## src/rtl/csr_uart_fifo.sv

```systemverilog
// csr_uart_fifo: buffered character UART on the CSR bus.
//
// The TX and RX character FIFOs are parametrised. Overrun and framing
// errors are held in sticky flags. irq stays high while the RX FIFO holds
// data.
//
// CSR pipeline:
//   - addr is decoded in cycle n.
//   - valid/rdata are registered, and writes applied, at the end of cycle n+1.
//   - modify/wdata are presented in cycle n+1.
//
// Register map:
//   BASE_ADDR    status/data.
//                Read: [7:0] RX head, [8] rx_empty, [9] tx_full,
//                [10] overrun, [11] frame_err, [31:16] RX count.
//                Write 001 pushes a TX char.
//                Set 010: bit0 pops RX, bit1 clears overrun,
//                bit2 clears frame_err.
//   BASE_ADDR+1  divisor CSR. It only exists when CSR_UART_FIFO_DIV_EN is
//                defined; otherwise the bit period is fixed at
//                CLOCK_RATE/BAUD_RATE.
//
// Ports:
//   clk, rstn      clock and synchronous active-low reset
//   read           CSR read strobe (reads have no side effects, unused)
//   modify[2:0]    001 write, 010 set, 011 clear
//   wdata[31:0]    CSR write data
//   addr[11:0]     CSR address (decode stage)
//   rdata[31:0]    registered read data, 0 when not selected
//   valid          registered address hit
//   rx             asynchronous serial input
//   tx             registered serial output, idle high
//   irq            registered RX-not-empty
module csr_uart_fifo #(
    parameter logic [11:0] BASE_ADDR  = 12'hbc0,
    parameter int          CLOCK_RATE = 12_000_000,
    parameter int          BAUD_RATE  = 115200,
    parameter int          TX_DEPTH   = 4,
    parameter int          RX_DEPTH   = 4
) (
    input  logic        clk,
    input  logic        rstn,
    input  logic        read,
    input  logic [2:0]  modify,
    input  logic [31:0] wdata,
    input  logic [11:0] addr,
    output logic [31:0] rdata,
    output logic        valid,
    input  logic        rx,
    output logic        tx,
    output logic        irq
);

    localparam logic [15:0] DIV_RST = 16'(CLOCK_RATE / BAUD_RATE);
    localparam logic [15:0] DIV_MIN = 16'd4;
    localparam logic [TX_DEPTH:0]   TX_CNT_ONE = (TX_DEPTH + 1)'(1'b1);
    localparam logic [RX_DEPTH:0]   RX_CNT_ONE = (RX_DEPTH + 1)'(1'b1);
    localparam logic [TX_DEPTH-1:0] TX_PTR_ONE = TX_DEPTH'(1'b1);
    localparam logic [RX_DEPTH-1:0] RX_PTR_ONE = RX_DEPTH'(1'b1);

    typedef enum logic [1:0] {RX_IDLE, RX_START, RX_DATA, RX_STOP} rx_state_t;
    typedef enum logic       {TX_IDLE, TX_SEND} tx_state_t;

    logic        sel_stat_r;
    logic        div_hit_s;
    logic [15:0] div_s;
    logic        tx_push_s, rx_pop_s, clr_ovr_s, clr_fe_s, set_op_s;
    logic        overrun_r, frame_err_r;
    logic        valid_r, irq_r, tx_r;
    logic [31:0] rdata_r, status_s;
    logic        unused_s;

    // Decode stage: register the status address hit.
    always_ff @(posedge clk) begin
        if (!rstn) begin
            sel_stat_r <= 1'b0;
        end else begin
            sel_stat_r <= (addr == BASE_ADDR);
        end
    end

`ifdef CSR_UART_FIFO_DIV_EN
    localparam logic [11:0] DIV_ADDR = BASE_ADDR + 12'd1;
    logic        sel_div_r;
    logic [15:0] div_r, div_new_s;

    // Decode stage: register the divisor address hit.
    always_ff @(posedge clk) begin
        if (!rstn) begin
            sel_div_r <= 1'b0;
        end else begin
            sel_div_r <= (addr == DIV_ADDR);
        end
    end

    // Bitwise update of the divisor, clamped so a bit is never shorter than 4 clocks.
    always_comb begin
        div_new_s = div_r;
        case (modify)
            3'b001:  div_new_s = wdata[15:0];
            3'b010:  div_new_s = div_r | wdata[15:0];
            3'b011:  div_new_s = div_r & ~wdata[15:0];
            default: div_new_s = div_r;
        endcase
        if (div_new_s < DIV_MIN) begin
            div_new_s = DIV_MIN;
        end else begin
            div_new_s = div_new_s;
        end
    end

    // Divisor register; running frames pick up a new value at their next bit boundary.
    always_ff @(posedge clk) begin
        if (!rstn) begin
            div_r <= DIV_RST;
        end else if (sel_div_r) begin
            div_r <= div_new_s;
        end else begin
            div_r <= div_r;
        end
    end

    assign div_hit_s = sel_div_r;
    assign div_s     = div_r;
`else
    assign div_hit_s = 1'b0;
    assign div_s     = DIV_RST;
`endif

    assign unused_s  = ^{read, wdata[31:8]};
    assign set_op_s  = sel_stat_r && (modify == 3'b010);
    assign tx_push_s = sel_stat_r && (modify == 3'b001);
    assign rx_pop_s  = set_op_s && wdata[0];
    assign clr_ovr_s = set_op_s && wdata[1];
    assign clr_fe_s  = set_op_s && wdata[2];

    // ---------------- TX FIFO ----------------
    logic [7:0]          tx_mem_r [0:(2**TX_DEPTH)-1];
    logic [TX_DEPTH-1:0] tx_wptr_r, tx_rptr_r;
    logic [TX_DEPTH:0]   tx_count_r;
    logic                tx_empty_s, tx_full_s, tx_wr_s, tx_rd_s, tx_pop_s;

    assign tx_empty_s = (tx_count_r == {(TX_DEPTH + 1){1'b0}});
    assign tx_full_s  = tx_count_r[TX_DEPTH];
    assign tx_wr_s    = tx_push_s && !tx_full_s;
    assign tx_rd_s    = tx_pop_s && !tx_empty_s;

    // TX FIFO storage; contents need no reset because the count guards them.
    always_ff @(posedge clk) begin
        if (tx_wr_s) begin
            tx_mem_r[tx_wptr_r] <= wdata[7:0];
        end
    end

    // TX FIFO pointers and occupancy.
    always_ff @(posedge clk) begin
        if (!rstn) begin
            tx_wptr_r  <= {TX_DEPTH{1'b0}};
            tx_rptr_r  <= {TX_DEPTH{1'b0}};
            tx_count_r <= {(TX_DEPTH + 1){1'b0}};
        end else begin
            if (tx_wr_s) tx_wptr_r <= tx_wptr_r + TX_PTR_ONE;
            if (tx_rd_s) tx_rptr_r <= tx_rptr_r + TX_PTR_ONE;
            case ({tx_wr_s, tx_rd_s})
                2'b10:   tx_count_r <= tx_count_r + TX_CNT_ONE;
                2'b01:   tx_count_r <= tx_count_r - TX_CNT_ONE;
                default: tx_count_r <= tx_count_r;
            endcase
        end
    end

    // ---------------- RX FIFO ----------------
    logic [7:0]          rx_mem_r [0:(2**RX_DEPTH)-1];
    logic [RX_DEPTH-1:0] rx_wptr_r, rx_rptr_r;
    logic [RX_DEPTH:0]   rx_count_r;
    logic                rx_empty_s, rx_full_s, rx_wr_s, rx_rd_s, rx_push_s;
    logic [7:0]          rx_shift_r, rx_char_s;

    assign rx_empty_s = (rx_count_r == {(RX_DEPTH + 1){1'b0}});
    assign rx_full_s  = rx_count_r[RX_DEPTH];
    assign rx_wr_s    = rx_push_s && !rx_full_s;
    assign rx_rd_s    = rx_pop_s && !rx_empty_s;
    assign rx_char_s  = rx_empty_s ? 8'h00 : rx_mem_r[rx_rptr_r];

    // RX FIFO storage.
    always_ff @(posedge clk) begin
        if (rx_wr_s) begin
            rx_mem_r[rx_wptr_r] <= rx_shift_r;
        end
    end

    // RX FIFO pointers and occupancy.
    always_ff @(posedge clk) begin
        if (!rstn) begin
            rx_wptr_r  <= {RX_DEPTH{1'b0}};
            rx_rptr_r  <= {RX_DEPTH{1'b0}};
            rx_count_r <= {(RX_DEPTH + 1){1'b0}};
        end else begin
            if (rx_wr_s) rx_wptr_r <= rx_wptr_r + RX_PTR_ONE;
            if (rx_rd_s) rx_rptr_r <= rx_rptr_r + RX_PTR_ONE;
            case ({rx_wr_s, rx_rd_s})
                2'b10:   rx_count_r <= rx_count_r + RX_CNT_ONE;
                2'b01:   rx_count_r <= rx_count_r - RX_CNT_ONE;
                default: rx_count_r <= rx_count_r;
            endcase
        end
    end

    // ---------------- RX receiver ----------------
    logic        rx_meta_r, rx_sync_r;
    rx_state_t   rx_state_r, rx_state_s;
    logic [15:0] rx_cnt_r, rx_cnt_s, rx_period_r, rx_period_s;
    logic [2:0]  rx_bit_r, rx_bit_s;
    logic [7:0]  rx_shift_s;
    logic        fe_set_s;

    // Two-flop synchroniser for the asynchronous serial input.
    always_ff @(posedge clk) begin
        if (!rstn) begin
            rx_meta_r <= 1'b1;
            rx_sync_r <= 1'b1;
        end else begin
            rx_meta_r <= rx;
            rx_sync_r <= rx_meta_r;
        end
    end

    // RX next state. Each bit period is latched when it starts, so a new DIV waits for a boundary.
    always_comb begin
        rx_state_s  = rx_state_r;
        rx_cnt_s    = rx_cnt_r;
        rx_period_s = rx_period_r;
        rx_bit_s    = rx_bit_r;
        rx_shift_s  = rx_shift_r;
        rx_push_s   = 1'b0;
        fe_set_s    = 1'b0;
        case (rx_state_r)
            RX_IDLE: begin
                if (!rx_sync_r) begin
                    rx_state_s  = RX_START;
                    rx_cnt_s    = 16'd0;
                    rx_period_s = {1'b0, div_s[15:1]};
                end else begin
                    rx_state_s = RX_IDLE;
                end
            end
            RX_START: begin
                if (rx_cnt_r == rx_period_r - 16'd1) begin
                    rx_cnt_s    = 16'd0;
                    rx_period_s = div_s;
                    rx_bit_s    = 3'd0;
                    // A start bit that is gone by mid-bit is treated as a glitch.
                    if (rx_sync_r) begin
                        rx_state_s = RX_IDLE;
                    end else begin
                        rx_state_s = RX_DATA;
                    end
                end else begin
                    rx_cnt_s = rx_cnt_r + 16'd1;
                end
            end
            RX_DATA: begin
                if (rx_cnt_r == rx_period_r - 16'd1) begin
                    rx_cnt_s    = 16'd0;
                    rx_period_s = div_s;
                    rx_shift_s  = {rx_sync_r, rx_shift_r[7:1]};
                    if (rx_bit_r == 3'd7) begin
                        rx_state_s = RX_STOP;
                    end else begin
                        rx_bit_s = rx_bit_r + 3'd1;
                    end
                end else begin
                    rx_cnt_s = rx_cnt_r + 16'd1;
                end
            end
            RX_STOP: begin
                if (rx_cnt_r == rx_period_r - 16'd1) begin
                    rx_cnt_s   = 16'd0;
                    rx_state_s = RX_IDLE;
                    if (rx_sync_r) begin
                        rx_push_s = 1'b1;
                    end else begin
                        fe_set_s = 1'b1;
                    end
                end else begin
                    rx_cnt_s = rx_cnt_r + 16'd1;
                end
            end
            default: rx_state_s = RX_IDLE;
        endcase
    end

    // RX state register; reset drops any partial frame.
    always_ff @(posedge clk) begin
        if (!rstn) begin
            rx_state_r  <= RX_IDLE;
            rx_cnt_r    <= 16'd0;
            rx_period_r <= DIV_RST;
            rx_bit_r    <= 3'd0;
            rx_shift_r  <= 8'h00;
        end else begin
            rx_state_r  <= rx_state_s;
            rx_cnt_r    <= rx_cnt_s;
            rx_period_r <= rx_period_s;
            rx_bit_r    <= rx_bit_s;
            rx_shift_r  <= rx_shift_s;
        end
    end

    // Sticky error flags; a same-cycle set beats the software clear.
    always_ff @(posedge clk) begin
        if (!rstn) begin
            overrun_r   <= 1'b0;
            frame_err_r <= 1'b0;
        end else begin
            if (rx_push_s && rx_full_s) overrun_r <= 1'b1;
            else if (clr_ovr_s)         overrun_r <= 1'b0;
            else                        overrun_r <= overrun_r;
            if (fe_set_s)               frame_err_r <= 1'b1;
            else if (clr_fe_s)          frame_err_r <= 1'b0;
            else                        frame_err_r <= frame_err_r;
        end
    end

    // ---------------- TX transmitter ----------------
    tx_state_t   tx_state_r, tx_state_s;
    logic [15:0] tx_cnt_r, tx_cnt_s, tx_period_r, tx_period_s;
    logic [3:0]  tx_bit_r, tx_bit_s;
    logic [8:0]  tx_shift_r, tx_shift_s;   // {stop, char}; the start bit goes straight to tx
    logic        tx_out_s, tx_load_s;

    // TX next state. The next char reloads on the stop bit's last edge, so frames stay contiguous.
    always_comb begin
        tx_state_s  = tx_state_r;
        tx_cnt_s    = tx_cnt_r;
        tx_period_s = tx_period_r;
        tx_bit_s    = tx_bit_r;
        tx_shift_s  = tx_shift_r;
        tx_out_s    = tx_r;
        tx_load_s   = 1'b0;
        tx_pop_s    = 1'b0;
        case (tx_state_r)
            TX_IDLE: begin
                if (!tx_empty_s) begin
                    tx_load_s = 1'b1;
                end else begin
                    tx_out_s = 1'b1;
                end
            end
            TX_SEND: begin
                if (tx_cnt_r == tx_period_r - 16'd1) begin
                    if (tx_bit_r == 4'd9) begin
                        if (!tx_empty_s) begin
                            tx_load_s = 1'b1;
                        end else begin
                            tx_state_s = TX_IDLE;
                            tx_out_s   = 1'b1;
                        end
                    end else begin
                        tx_cnt_s    = 16'd0;
                        tx_period_s = div_s;
                        tx_bit_s    = tx_bit_r + 4'd1;
                        tx_out_s    = tx_shift_r[0];
                        tx_shift_s  = {1'b1, tx_shift_r[8:1]};
                    end
                end else begin
                    tx_cnt_s = tx_cnt_r + 16'd1;
                end
            end
            default: begin
                tx_state_s = TX_IDLE;
                tx_out_s   = 1'b1;
            end
        endcase
        if (tx_load_s) begin
            tx_pop_s    = 1'b1;
            tx_state_s  = TX_SEND;
            tx_shift_s  = {1'b1, tx_mem_r[tx_rptr_r]};
            tx_out_s    = 1'b0;
            tx_cnt_s    = 16'd0;
            tx_bit_s    = 4'd0;
            tx_period_s = div_s;
        end else begin
            tx_pop_s = 1'b0;
        end
    end

    // TX state register and registered serial output.
    always_ff @(posedge clk) begin
        if (!rstn) begin
            tx_state_r  <= TX_IDLE;
            tx_cnt_r    <= 16'd0;
            tx_period_r <= DIV_RST;
            tx_bit_r    <= 4'd0;
            tx_shift_r  <= 9'h1ff;
            tx_r        <= 1'b1;
        end else begin
            tx_state_r  <= tx_state_s;
            tx_cnt_r    <= tx_cnt_s;
            tx_period_r <= tx_period_s;
            tx_bit_r    <= tx_bit_s;
            tx_shift_r  <= tx_shift_s;
            tx_r        <= tx_out_s;
        end
    end

    // ---------------- CSR read side ----------------
    assign status_s = {16'(rx_count_r), 4'h0, frame_err_r, overrun_r,
                       tx_full_s, rx_empty_s, rx_char_s};

    // Execute stage: register valid/rdata from pre-update state, plus irq.
    always_ff @(posedge clk) begin
        if (!rstn) begin
            valid_r <= 1'b0;
            rdata_r <= 32'h0000_0000;
            irq_r   <= 1'b0;
        end else begin
            valid_r <= sel_stat_r || div_hit_s;
            if (sel_stat_r)     rdata_r <= status_s;
            else if (div_hit_s) rdata_r <= {16'h0000, div_s};
            else                rdata_r <= 32'h0000_0000;
            irq_r   <= !rx_empty_s;
        end
    end

    assign rdata = rdata_r;
    assign valid = valid_r;
    assign tx    = tx_r;
    assign irq   = irq_r;

endmodule

```

## config.mk

```make
export PLATFORM = sky130hd
export DESIGN_NAME = csr_uart_fifo
export DESIGN_NICKNAME = d
export VERILOG_FILES = /design/src/rtl/csr_uart_fifo.sv
export SDC_FILE = /design/constraint.sdc
export NUM_CORES = 1
export LEC_CHECK = 0
export ABC_AREA = 1
export BUFFER_PORTS_ARGS = -buffer_cell sky130_fd_sc_hd__buf_2
export CELL_PAD_IN_SITES_DETAIL_PLACEMENT = 1
export CELL_PAD_IN_SITES_GLOBAL_PLACEMENT = 1
export CORE_ASPECT_RATIO = 0.9
export CORE_MARGIN = 1
export CORE_UTILIZATION = 40
export DETAILED_ROUTE_END_ITERATION = 12
export GPL_TIMING_DRIVEN = 0
export PLACE_DENSITY_LB_ADDON = 0.1
export RECOVER_POWER = 50
export SYNTH_ARGS = -nofsm -noshare
export SYNTH_HDL_FRONTEND = slang
export SYNTH_SLANG_ARGS = --single-unit
```

## constraint.sdc

```tcl
create_clock -name clk -period 2.4 [get_ports clk]
set_input_delay 0.36 -clock clk [delete_from_list [all_inputs] [get_ports clk]]
set_output_delay 0.36 -clock clk [all_outputs]
set_load 0.005 [all_outputs]
```

# Word level (Yosys, flattened, before mapping)
# Memories as Yosys holds them, arrays and structs flattened. A register that Yosys moved wholly into a read port is not among the register bits.
# Cells that the tools add are included.
[totals] out_inout_bits=35 input_bits=51 ramBits=256 mem_count=2 word_cells=160 reg_bits=132
[op_classes] bitwise=4 n_eq_ne=24 mux=55 reduce_logical=37 n_addsub=13
[mem_list] name="rx_mem_r" depth=16 word_bits=8 read_ports=1 rd_clocked_by_memory_dff=1 write_ports=1 line_no="173" text="logic [7:0] rx_mem_r [0:(2**RX_DEPTH)-1];"
[mem_list] name="tx_mem_r" depth=16 word_bits=8 read_ports=1 rd_clocked_by_memory_dff=1 write_ports=1 line_no="138" text="logic [7:0] tx_mem_r [0:(2**TX_DEPTH)-1];"
[op_table] cell="16-bit two-way mux" n=6
[op_table] cell="16-bit one-hot mux with 2 select lines" n=2
[op_table] cell="16-bit by 1-bit adder with 16-bit output, second input constant" n=2
[op_table] cell="8-bit two-way mux" n=4
[op_table] cell="1-bit two-way mux" n=27
[op_table] cell="4-bit by 1-bit adder with 4-bit output, second input constant" n=5
[op_table] cell="5-bit one-hot mux with 2 select lines" n=2
[op_table] cell="16-bit == test" n=1
[op_table] cell="16-bit by 7-bit == test with 1-bit output, second input constant" n=1
[op_table] cell="2-bit != test, second input constant" n=8
[op_table] cell="2-bit nonzero test" n=8
[op_table] cell="16-bit by 1-bit subtractor with 16-bit output, second input constant" n=1
[op_table] cell="12-bit == test, second input constant" n=1
[op_table] cell="5-bit by 1-bit adder with 5-bit output, second input constant" n=2
[op_table] cell="1-bit logical AND" n=10
[op_table] cell="5-bit zero test" n=2
[op_table] cell="2-bit two-way mux" n=5
[op_table] cell="5-bit by 1-bit subtractor with 5-bit output, second input constant" n=2
[op_table] cell="3-bit two-way mux" n=3
[op_table] cell="3-bit AND reduction" n=3
[op_table] cell="2-bit == test, second input constant" n=4
[op_table] cell="4-bit two-way mux" n=2
[op_table] cell="2-bit one-hot mux with 4 select lines" n=1
[op_table] cell="4-bit AND reduction" n=2
[op_table] cell="other kinds (16)" n=29

# Longest topological paths before layout
[depth] depth_word=9 depth_mapped=22 depth_no_buf=22

# Worst setup path after synthesis
# Ideal clock, no wire load.
[synth_path] path_kind="register -> register" from="register rx_period_r[3]" to="register rx_count_r[4]" arrival_time_ns=2.499 setup_ns=0.124 synth_period_minus_slack_ns=2.623 t_required_ns=2.276 stages_incl_launch_ff=20 n_path_buf=0 setup_slack_ns=-0.223 path_cell_list="dfxtp_1 -> inv_1 -> ha_1 -> nor2_1 -> nor2_1 -> nand2_1 -> nor2_2 -> nand2_4 -> nor2_4 -> nand2_2 -> ha_1 -> ha_1 -> nand2_1 -> nand2_1 -> a21oi_1 -> nor2_1 -> nor2_1 -> nand2_1 -> o21ai_0 -> a21oi_1"
[synth_between] elab_chain_len=7 word_cells_on_any_way=9 cone_classes="1 x add/sub; 3 x eq/ne; 3 x mux; 2 x reduce/logical"
[synth_lines] item="start, declared" line_no="212" text="logic [15:0] rx_cnt_r, rx_cnt_s, rx_period_r, rx_period_s;"
[synth_lines] item="start signal, assigned" line_no="304" text="rx_period_r <= rx_period_s;"
[synth_lines] item="16-bit by 1-bit subtractor with 16-bit output *" line_no="277" text="if (rx_cnt_r == rx_period_r - 16'd1) begin"
[synth_lines] item="16-bit == test *" line_no="277"
[synth_lines] item="1-bit two-way mux *" line_no="277"
[synth_lines] item="1-bit two-way mux *" line_no="237" text="case (rx_state_r)"
[synth_lines] item="1-bit logical AND *" line_no="181" text="assign rx_wr_s = rx_push_s && !rx_full_s;"
[synth_lines] item="2-bit by 1-bit == test with 1-bit output / 2-bit == test (equally long branches)" line_no="201" text="case ({rx_wr_s, rx_rd_s})"
[synth_lines] item="5-bit one-hot mux with 2 select lines / 2-bit nonzero test (equally long branches)"
[synth_lines] item="end signal, assigned" line_no="202" text="2'b10: rx_count_r <= rx_count_r + RX_CNT_ONE;"
[synth_lines] item="end signal, assigned" line_no="203" text="2'b01: rx_count_r <= rx_count_r - RX_CNT_ONE;"
[synth_lines] item="end signal, assigned" line_no="204" text="default: rx_count_r <= rx_count_r;"
[synth_lines] item="end, declared" line_no="175" text="logic [RX_DEPTH:0] rx_count_r;"
# Mark *: on every way between the ends. The rest lies on a longest branch, timed or not.
# A chain may end at the register's enable or synchronous reset.

# Worst setup path in the final report
# Ends and elaborated chain as after synthesis.

==> impl_metrics.ini <==
[status]
status = complete, but fails checks
violations = setup timing

[synth]
synth_edf_count = 256
synth_flop_cell = edfxtp_1
synth_warnings = 0
synth_area_leaders = edfxtp_1 49%, dfxtp_1 15%, nor2_1 7.4%
synth.most_common_cell = nor2_1
async_flop_share = 0
synth_area_sq_um = 15800
synth-seq-cells = 371
ys_seq_area_frac = 0.633
synth_largest_area_cell = edfxtp_1
synth.distinct_cells = 46
netlist_instances = 1549
ys_top_cells_by_count = 311 x nor2_1, 256 x edfxtp_1, 189 x o21ai_0
netlist.area_leader.share = 0.487
syn_avg_cell_area_sq_um = 10.2

[layout]
design_area_sq_um = 18800
instances_no_fill = 2244
finalCoreUtilization = 0.486
drive_gt1_frac = 0.166
antenna_cells = 0
layout.nets = 1774
area_growth_pct = 19.0

[drt]
wl_per_cell_um = 19.8
drt-initial-drc-count = 714
wl_um = 44400
viasPerCell = 5.20
antenna_left = 0
first_pass_iters = 5
drc = 0
via_count = 11700

[sta]
fin_skew_ns = 0.0243
hold_violations = 0
slew_headroom = 0.357
period_share = 1.09
clock.fmax_mhz = 382
finalMaxSlewViolations = 0
rsz0062_at_grt = yes
fin_ws_ns = -0.219
setup_viol = 3
worst_slew_pin_slew_ns = 0.965
period_minus_slack_ns = 2.62

[floorplan]
start_util = 0.409
die-area_sq_um = 40300
die_w_um = 211
die_h_um = 190
fp.coreArea_sq_um = 38600
pin_count = 86
rows = 68

[worst_setup_path]
cp_max_fo = 4
end_kind = flip-flop
path_cells = inv_4, ha_4, nor2_2, nor2_1, nand2_1, nor2_2, nand2_4, nor2_4, nand2_4, ha_4, inv_4, fa_2, inv_2, nand2_2, nand2_1, a21oi_2, nor2_1, nor2_1, nand2_1, o21ai_1, a21oi_1
cpMaxStageDelayCell = dfxtp_4
critical_path_arrival_ns = 3.04
required_ns = 2.83
start_kind = flip-flop
cpPeakStageDelay_ns = 0.39
critPathKind = reg2reg

[clock_network]
clockBufferDepth = 3
htreeDepth = 2
cts_made_buffers = 41
cts_tree = yes
clkTransAtPathRegs_ns = 0.06
clk_latency_ns = 0.56
numClockSinks = 371
cts_root_buf = clkbuf_16

[global_routing]
grt_pass1_vias = 11600
grt-ovfl-total = 0
antenna_found_initial = 0
grt_first_pass_wirelength_um = 67500
grt_usage = 0.222
grt_start_max_net_pins = 19

[placed_design]
gp_congestion = 0.812
dp_cells = 2133
dpl_cell_area_sq_um = 16800
port_buffers = 45
dp_hpwl_um = 29300

[job]
maxCapViolations = 0

[power]
power.total_uw = 15900
ir_drop_uv = 413
leakage_uw = 0.00688
power_per_cell_area_nw_per_um2 = 845

[hold_path]
min_path_type = in2reg
[registers in the layout (all words and copies together) (netlist names), 2 cells and up, named ones only]
| signal | flops |
|---|---|
| tx_count_r | 5 |
| rx_bit_r | 3 |
| tx_shift_r | 8 |
| tx_bit_r | 4 |
| tx_wptr_r | 4 |
| tx_cnt_r | 16 |
| tx_mem_r | 128 |
| rx_rptr_r | 4 |
| rx_cnt_r | 16 |
| rx_mem_r | 128 |
| rx_period_r | 2 |
| rx_wptr_r | 4 |
| tx_rptr_r | 4 |
| rdata | 17 |
| rx_count_r | 5 |
| rx_shift_r | 8 |
[per-stage QoR]
step	setup slack (ns)	setup TNS, ns	hold WS, ns
floorplan	-0.0493	-0.0643	0.393
global placement	-0.385	-38.30	0.405
detailed placement	-0.403	-43.86	0.401
CTS	-0.180	-4.34	0.00131
global route	-0.437	-4.94	0.0135
finish	-0.219	-0.283	0.0286
[layout make-up]
| type | count | area, sq um |
|---|---|---|
| tap | 525 | 657 |
| fill | 4305 | 19800 |
| clock buffer | 55 | 1080 |
| timing repair buffer | 86 | 566 |
| sequential | 371 | 10000 |
| clock inverter | 17 | 190 |
| buffer | 79 | 409 |
| inverter | 111 | 439 |
| multi-input combinational | 1000 | 5420 |
[final timing paths]
kind	to	from	cells after the start	slack, ns
setup / recovery	rx_count_r[4]	rx_period_r[3]	21	-0.22
hold / removal	rx_meta_r	rx	2	0.03
hold reg to reg	rx_sync_r	rx_meta_r	1	0.42
setup reg to reg	rx_count_r[4]	rx_period_r[3]	21	-0.22
[metal layers]
layer / GRT usage / share of wire
met3: 0.0387 / 0.045
met2: 0.351 / 0.46
met5: 0 / 0
met4: 0.0543 / 0.018
met1: 0.315 / 0.48
[power by group]
part           internal [uW]  switching (uW)  leakage (uW)
sequential              6950             112       0.00347
combinational            918            1730       0.00279
clock                   3580            2570      0.000609
[cells in the final DEF (no fill, tap or decap), types with 5 or more instances in the layout]
cell | netlist | routed
clkbuf_1 | 36 | 68
nand4_1 | 8 | 8
nand2_4 | 3 | 7
inv_1 | 100 | 89
nand3_1 | 59 | 55
o211ai_1 | 56 | 56
inv_2 | 8 | 13
ha_4 | 0 | 9
o22ai_1 | 8 | 8
o21ai_1 | 3 | 6
xor2_1 | 6 | 6
buf_2 | 25 | 50
o21ai_0 | 189 | 186
nor2_1 | 311 | 274
conb_1 | 1 | 15
clkbuf_16 | 0 | 41
nor2_4 | 4 | 23
nor2_2 | 4 | 22
ha_1 | 31 | 22
nor3_1 | 8 | 7
a21oi_1 | 80 | 78
clkinv_1 | 2 | 8
nand2_1 | 165 | 160
dfxtp_4 | 0 | 5
edfxtp_1 | 256 | 256
xnor2_1 | 5 | 5
dfxtp_1 | 115 | 99
buf_4 | 18 | 53
dfxtp_2 | 0 | 11
inv_4 | 1 | 6
nand2_2 | 7 | 7
a211oi_1 | 13 | 11
[critical path: cells and delay by family, from the launching register on]
family | cells | cell delay (ns)
adders and majority gates | 3 | 0.67
and+or+nand+nor | 12 | 0.94
DFF | 1 | 0.39
buffers and inverters | 3 | 0.16
AOI/OAI and AO/OA | 3 | 0.33
[repair_timing]
| action | CTS | global route |
|---|---|---|
| hold buffers | 1 | 0 |
| cloned | 0 | 0 |
| gates resized for setup | 54 | 72 |
| setup endpoints to repair | 171 | 218 |
| buffers inserted | 18 | 22 |
| pin swaps | 18 | 38 |
| endpoints found under the hold margin | 1 | 0 |
[kinds of logic after synthesis]
kind of cell | count (synthesis) | synth area share
xor+xnor | 11 | 0.00610
other cells | 1 | 0.000238
fa+ha+maj | 33 | 0.0271
simple gates | 581 | 0.153
compound gates | 360 | 0.128
buf+inv | 192 | 0.0530
flops | 371 | 0.633
Power figures use the tool's default switching activity.
